$ cat src/rtl/pipelined_hazard_ctrl.sv
// -----------------------------------------------------------------------------
// pipelined_hazard_ctrl
//
// Stall/flush/forward controller for the five-stage pipeline. It drives the
// load enables of the PC and the IF/ID, ID/EX and EX/MEM registers, the
// IF/ID and ID/EX bubble flushes and the MEM/WB write-suppress bubble. It also
// runs the data-memory req/ack handshake and holds registered EX operand
// forwarding selects.
//
// Optional feature macro: HAZARD_FORWARDING_EN
//   defined   : EX/MEM and MEM/WB forwarding selects. Only loads interlock.
//   undefined : FwdA/FwdB are tied to 00. Any RAW match against an EX or MEM
//               writer interlocks.
//
// Parameters
//   MEM_TIMEOUT   BUSY cycles without dmem_ack before the access is aborted
//                 (1..255)
//
// Ports
//   Clk, Clr                     clock, asynchronous active-high clear
//   ID_rs/ID_rt, ID_use_rs/rt    sources of the ID instruction and their use bits
//   EX_write_reg/Wreg/Reg2reg    EX destination, writes-register, is-load
//   MEM_write_reg/Wreg           MEM destination, writes-register
//   MEM_mem_req                  MEM instruction accesses data memory
//   EX_branch_taken              branch resolved taken in EX
//   dmem_ack                     data memory completes the access this cycle
//   PC_en .. EX_MEM_en           register load enables (combinational)
//   IF_ID_flush, ID_EX_flush     load a bubble (combinational)
//   MEM_WB_bubble                force WB_Wreg=0 on the next MEM/WB load
//   dmem_req                     data-memory request
//   FwdA, FwdB                   registered EX operand selects
//   mem_err                      sticky memory timeout flag
//   stall_cycles                 saturating count of frozen/interlocked cycles
// -----------------------------------------------------------------------------
module pipelined_hazard_ctrl #(
  parameter int unsigned MEM_TIMEOUT = 15
) (
  input  logic        Clk,
  input  logic        Clr,
  input  logic [4:0]  ID_rs,
  input  logic [4:0]  ID_rt,
  input  logic        ID_use_rs,
  input  logic        ID_use_rt,
  input  logic [4:0]  EX_write_reg,
  input  logic        EX_Wreg,
  input  logic        EX_Reg2reg,
  input  logic [4:0]  MEM_write_reg,
  input  logic        MEM_Wreg,
  input  logic        MEM_mem_req,
  input  logic        EX_branch_taken,
  input  logic        dmem_ack,
  output logic        PC_en,
  output logic        IF_ID_en,
  output logic        ID_EX_en,
  output logic        EX_MEM_en,
  output logic        IF_ID_flush,
  output logic        ID_EX_flush,
  output logic        MEM_WB_bubble,
  output logic        dmem_req,
  output logic [1:0]  FwdA,
  output logic [1:0]  FwdB,
  output logic        mem_err,
  output logic [15:0] stall_cycles
);

  typedef enum logic {IDLE = 1'b0, BUSY = 1'b1} mem_state_e;

  localparam logic [7:0] TCNT_LAST = 8'(MEM_TIMEOUT - 1);

  mem_state_e state;
  logic [7:0] tcnt;

  logic mem_timeout;
  logic frozen;
  logic ex_hit;
  logic mem_hit;
  logic load_use;
  logic branch;
  logic stall_now;

  // RAW matches against the EX and MEM writers; register 0 never matches.
  always_comb begin
    ex_hit  = EX_Wreg && (EX_write_reg != 5'd0) &&
              ((ID_use_rs && (ID_rs == EX_write_reg)) ||
               (ID_use_rt && (ID_rt == EX_write_reg)));
    mem_hit = MEM_Wreg && (MEM_write_reg != 5'd0) &&
              ((ID_use_rs && (ID_rs == MEM_write_reg)) ||
               (ID_use_rt && (ID_rt == MEM_write_reg)));
  end

`ifdef HAZARD_FORWARDING_EN
  assign load_use = !Clr && ex_hit && EX_Reg2reg;
`else
  // Without forwarding every RAW dependency waits for write-back.
  assign load_use = !Clr && (ex_hit || mem_hit);
  logic unused_reg2reg;
  assign unused_reg2reg = EX_Reg2reg;
`endif

  assign branch      = !Clr && EX_branch_taken;
  assign mem_timeout = (state == BUSY) && !dmem_ack && (tcnt == TCNT_LAST);
  // The ack cycle and the timeout cycle both release the pipeline.
  assign frozen      = !Clr && (((state == IDLE) && MEM_mem_req) ||
                                ((state == BUSY) && !dmem_ack && !mem_timeout));
  // Gated by Clr so an asynchronous clear drops the request at once.
  assign dmem_req    = !Clr && (((state == IDLE) && MEM_mem_req) || (state == BUSY));
  assign stall_now   = frozen || (!branch && load_use);

  // Priority: memory freeze, then taken branch, then load-use interlock.
  always_comb begin
    // NOTE: every output gets a default first so no path infers a latch.
    PC_en         = 1'b1;
    IF_ID_en      = 1'b1;
    ID_EX_en      = 1'b1;
    EX_MEM_en     = 1'b1;
    IF_ID_flush   = 1'b0;
    ID_EX_flush   = 1'b0;
    MEM_WB_bubble = 1'b0;
    if (frozen) begin
      PC_en         = 1'b0;
      IF_ID_en      = 1'b0;
      ID_EX_en      = 1'b0;
      EX_MEM_en     = 1'b0;
      MEM_WB_bubble = 1'b1;
    end else if (branch) begin
      IF_ID_flush = 1'b1;
      ID_EX_flush = 1'b1;
    end else if (load_use) begin
      PC_en       = 1'b0;
      IF_ID_en    = 1'b0;
      ID_EX_flush = 1'b1;
    end
  end

  // Memory handshake FSM plus the sticky error flag and stall counter.
  always_ff @(posedge Clk or posedge Clr) begin
    if (Clr) begin
      state        <= IDLE;
      tcnt         <= 8'd0;
      mem_err      <= 1'b0;
      stall_cycles <= 16'd0;
    end else begin
      // NOTE: sequential state uses non-blocking assignments only, so every
      // register samples pre-edge values regardless of statement order.
      case (state)
        IDLE: begin
          if (MEM_mem_req) begin
            state <= BUSY;
            tcnt  <= 8'd0;
          end
        end
        BUSY: begin
          if (dmem_ack) begin
            state <= IDLE;
          end else if (tcnt == TCNT_LAST) begin
            state   <= IDLE;
            mem_err <= 1'b1;
          end else begin
            tcnt <= tcnt + 8'd1;
          end
        end
        default: state <= IDLE;
      endcase
      if (stall_now && (stall_cycles != 16'hFFFF)) begin
        stall_cycles <= stall_cycles + 16'd1;
      end
    end
  end

`ifdef HAZARD_FORWARDING_EN
  function automatic logic [1:0] fwd_sel(
    input logic [4:0] src,
    input logic       ex_wreg,
    input logic [4:0] ex_wr,
    input logic       mem_wreg,
    input logic [4:0] mem_wr
  );
    if (ex_wreg && (ex_wr != 5'd0) && (src == ex_wr)) begin
      return 2'b01;
    end else if (mem_wreg && (mem_wr != 5'd0) && (src == mem_wr)) begin
      return 2'b10;
    end
    return 2'b00;
  endfunction

  // Selects follow ID/EX: recomputed on a real load, cleared with a bubble,
  // held while ID/EX is frozen.
  always_ff @(posedge Clk or posedge Clr) begin
    if (Clr) begin
      FwdA <= 2'b00;
      FwdB <= 2'b00;
    end else if (ID_EX_en) begin
      if (ID_EX_flush) begin
        FwdA <= 2'b00;
        FwdB <= 2'b00;
      end else begin
        FwdA <= fwd_sel(ID_rs, EX_Wreg, EX_write_reg, MEM_Wreg, MEM_write_reg);
        FwdB <= fwd_sel(ID_rt, EX_Wreg, EX_write_reg, MEM_Wreg, MEM_write_reg);
      end
    end
  end
`else
  assign FwdA = 2'b00;
  assign FwdB = 2'b00;
`endif

endmodule

$ cat config.mk
export PLATFORM = sky130hd
export DESIGN_NAME = pipelined_hazard_ctrl
export DESIGN_NICKNAME = d
export VERILOG_FILES = /design/src/rtl/pipelined_hazard_ctrl.sv
export SDC_FILE = /design/constraint.sdc
export NUM_CORES = 1
export LEC_CHECK = 0
export BUFFER_PORTS_ARGS = -buffer_cell sky130_fd_sc_hd__clkbuf_2
export CAP_MARGIN = 0
export CORE_MARGIN = 1
export CORE_UTILIZATION = 53
export DETAILED_ROUTE_END_ITERATION = 10
export PLACE_DENSITY_LB_ADDON = 0.05
export SLEW_MARGIN = 20
export SYNTH_ARGS = -nofsm -noshare
export SYNTH_HDL_FRONTEND = slang
export SYNTH_SLANG_ARGS = --single-unit
$ cat constraint.sdc
create_clock -name Clk -period 3.5 [get_ports Clk]
set_input_delay 0.525 -clock Clk [delete_from_list [all_inputs] [get_ports Clk]]
set_output_delay 0.525 -clock Clk [all_outputs]
set_load 0.02 [all_outputs]
-- Word-level counts from Yosys, hierarchy flattened
Cells that the tools add are included.
- add/subtract/negate cells: 2
- equal/unequal tests: 9
- muxes and demuxes: 18
- bitwise gates (word level): 2
- reduce and logical (&&, ||, !) cells: 32
- operators with widths (kind ; count):
    8-bit 2-to-1 mux ; 3
    5-bit equality test ; 4
    1-bit logical AND ; 18
    16-bit by 1-bit adder with 16-bit output, second input constant ; 1
    16-bit inequality test, second input constant ; 1
    8-bit one-hot mux with 2 select lines ; 1
    1-bit 2-to-1 mux ; 13
    5-bit nonzero test ; 2
    8-bit by 1-bit adder with 8-bit output, second input constant ; 1
    8-bit by 4-bit equality test with 1-bit output, second input constant ; 1
    1-bit logical OR ; 6
    2-bit inequality test, second input constant ; 3
    3-bit AND reduction ; 2
    1-bit logical NOT ; 4
    1-bit inverter ; 2
    1-bit one-hot mux with 2 select lines ; 1
- register bits after elaboration: 26
- input port bits: 30
- output and inout bits: 29

-- Longest topological paths before layout
- depth after elaboration: 9
- mapped depth: 10
- mapped depth without buffers: 10

-- Worst setup path after synthesis
OpenSTA, ideal clock, no wires.
- kind: reg2out
- from: reg tcnt[0]
- to: out IF_ID_flush
- data arrival time: 2.151 ns
- required time: 2.975 ns
- setup slack: 0.824 ns
- stages on the path, launching flop included: 7
- buffers on the path: 0
- path through: dfrtp_1 -> inv_1 -> ha_1 -> or4b_4 -> o31ai_4 -> nand2_1 -> nor3b_1
- longest elaborated chain between the ends: 7
- ends and longest elaborated chain (what ; RTL line ; RTL):
    from (decl) ; 71 ; logic [7:0] tcnt;
    from (signal assigned) ; 159 ; tcnt <= tcnt + 8'd1;
    8-bit by 4-bit equality test with 1-bit output ; 101 ; assign mem_timeout = (state == BUSY) && !dmem_ack && (tcnt == TCNT_LAST);
    1-bit logical AND ; 101 ;
    1-bit logical NOT ; 104 ; ((state == BUSY) && !dmem_ack && !mem_timeout));
    1-bit logical AND ; 104 ;
    1-bit logical OR ; 103 ; assign frozen = !Clr && (((state == IDLE) && MEM_mem_req) ||
    1-bit logical AND ; 103 ;
    1-bit 2-to-1 mux ; 119 ; if (frozen) begin
    to (decl) ; 56 ; output logic IF_ID_flush,
Every way passes these cells.

-- Final worst setup path
- from: reg tcnt[0]
- to: out IF_ID_en
- longest elaborated chain between the ends: 7
- ends and longest elaborated chain (what ; RTL line ; RTL):
    8-bit by 4-bit equality test with 1-bit output ; 101 ;
    1-bit logical AND ; 101 ;
    1-bit logical NOT ; 104 ;
    1-bit logical AND ; 104 ;
    1-bit logical OR ; 103 ;
    1-bit logical AND ; 103 ;
    1-bit 2-to-1 mux ; 119 ;
    to (decl) ; 53 ; output logic IF_ID_en,
Every way passes these cells.

==> results.toml <==
[clock_network]
numCtsBuffers = 3
tritoncts = "yes"
ctsResizeCount = 0
clk_pin_slew_ps = 150
cts_sinks = 26
cts_setup_buffers = 0
ctsHtreeMaxLevel = 1
insertion_delay_ps = 320
clock_path_buffers = 2
root_buffer = "clkbuf_4"
holdBufCountCts = 0

[grt]
grt_pass1_wl_um = 5530
grt_antenna_before_repair = 0
grt_max_degree = 27
first_global_vias = 1258
grtUsageTotal_pct = 21.4
grt-ovfl-total = 0

[die]
die_area_um2 = 3330
die_y_um = 57.7
start_util_pct = 57.6
coreArea_um2 = 2850
io_pins = 59
die_w_um = 57.7
row_count = 19

[worst_setup_path]
slowest_stage = "or4b_4"
path_cells = "inv_1, ha_1, or4b_4, o31ai_4, a21oi_2, a31oi_4, nand2_2, clkinv_2, clkbuf_2"
slowest_delay_ps = 490
path_max_fanout = 10
worst_setup_path_end_kind = "output pin"
critPathLaunchType = "register"
cp_data_required_time_ps = 2970
arrival_ps = 2540
path_class = "reg -> out"

[finish]
area_growth_pct = 18.7
post-route-util_pct = 68.4
nets = 255
diodes = 0
drive_gt1_share_pct = 29.9

[logic_synthesis]
post-synth-top-area-cell = "dfrtp_1"
synth_area_um2 = 1640
synth_edf_count = 0
synthCells = 169
yosysSeqAreaShare_pct = 39.6
ys_types = 41
avgSynthCellArea_um2 = 9.73
ys_async_sr_fraction_pct = 100
synth_seq_cells = 26
yosysMostFrequentCell = "xnor2_1"
yosys-top-cells-count = "xnor2_1, dfrtp_1, nand2_1, nor2_1, nand3_1"
yosys.area.top_type_share_pct = 39.6
synth_warnings = 0
ys.flop_type = "dfrtp_1"
synth_area_leaders = "dfrtp_1, xnor2_1, nand4_1"

[placed_design]
dp_hpwl_um = 2680
gp_congestion = 0.830
io_buffers = 53

[route]
ant_nets = 0
drt-pass1-iter-count = 7
drc = 5
wire_per_inst_um = 13.1
vias_per_cell = 5.40
num_vias = 1360
first_iter_violations = 58
totalWireLength_um = 3310

[timing]
rsz0062_at_grt = "false"
fmaxAchievable_mhz = 326
setup_tns_ps = 0
worst_slew_pin_slew_ps = 899
finalMaxSlewViolations = 0
clock_skew_ps = 14.9
slew_headroom_pct = 39.7
min_period_ps = 3070
min_period_over_period_pct = 87.6
hold_viol = 0
setup_viol = 0

[flow_run]
drv_cap = 0

[min_path]
hp-class = "in -> async"

[power_and_ir_drop]
cellLeakagePower_nw = 0.889
irDropWorstVdd_mv = 0.360
powerDensity_nw_per_um2 = 449

[status]
outcome = "finished, violations left"
violations = "design-rule violations"
[state kept, by name, indices dropped and copies added, names as in the netlist]
signal / count
mem_err: 1
stall_cycles: 16
state: 1
tcnt: 8
[power by group]
part / total (mW) / switching, mW / internal (mW) / leakage [nW]
clock: 0.206 / 0.0900 / 0.116 / 0.0279
combinational: 0.278 / 0.170 / 0.108 / 0.513
sequential: 0.392 / 0.0491 / 0.343 / 0.348
total: 0.876 / 0.309 / 0.567 / 0.889
[worst max-delay path: cells and delay by family, from the launching register on]
kind	cells	cell delay, ps
adders and majority gates	1	130
DFF	1	440
AOI/OAI and AO/OA	3	770
and+or+nand+nor	2	570
buffers and inverters	3	330
[stage by stage]
stage                     hold slack (ps)  instance area [µm²]  setup WS (ps)  total power [mW]  cells
after floorplan                       507                 1660            824             0.586    172
after global placement                445                 1900            802             0.667    248
after detailed placement              449                 1900            795             0.678    248
after CTS                             484                 1950            416             0.887    252
after global routing                  368                 1950            227             0.930    252
final                                 317                 1950            434             0.876    252
[area by class of cell]
cell class                 count  area (µm²)
clock buffer                   3        22.5
clock inverter                 1        30.0
fill                         241         901
inverter                       6        23.8
multi-input combinational    132         921
sequential                    26         651
tap                           31        38.8
timing repair buffer          53         265
[cell families (layout without fill, tap and decap cells)]
family	count (synthesis)	in the layout	share of synthesized area, %
XOR/XNOR	36	36	19.2
flip-flops	26	26	39.6
AO/OA/AOI/OAI	19	19	9.51
buffers and inverters	14	63	5.10
multiplexers	3	3	2.51
AND/OR/NAND/NOR	67	67	21.6
other	1	4	0.228
adder cells (fa/ha/maj)	3	3	2.28
[path summary, 6_finish.rpt]
kind	startpoint	to	slack, ps	cells after the start
setup / recovery	tcnt[0]	IF_ID_en	430	9
hold / removal	Clr	stall_cycles[1]	320	2
setup reg to reg	tcnt[0]	stall_cycles[12]	980	10
hold reg to reg	mem_err	mem_err	480	1
max in group asynchronous	Clr	stall_cycles[15]	2750	2
min in group Clk	mem_err	mem_err	480	1
[layout by cell type, fill, tap and decap left out, types with 2 or more instances in the layout]
master,count
o21ai_0,3
nand2_1,13
mux2_4,2
inv_1,4
a21oi_2,2
o31ai_1,2
xor2_1,4
nand2b_1,2
nand4_1,9
a21oi_1,3
clkbuf_2,53
conb_1,4
o22ai_1,2
ha_1,3
and3_1,4
or4_1,2
dfrtp_1,26
nor3_1,3
o21a_1,2
nor2b_1,2
nand3_1,11
clkbuf_4,3
xnor2_1,32
nor2_1,12
[layer usage]
layer  part of all wire [%]  global-route usage (%)  vias up
met4                    1.1                    7.48        0
met5                      0                       0        -
met3                    4.4                    2.90        4
met2                     51                    37.7       40
li1                       -                       -      679
met1                     44                    27.3      637
No activity file was read; power rests on OpenSTA's default activity.
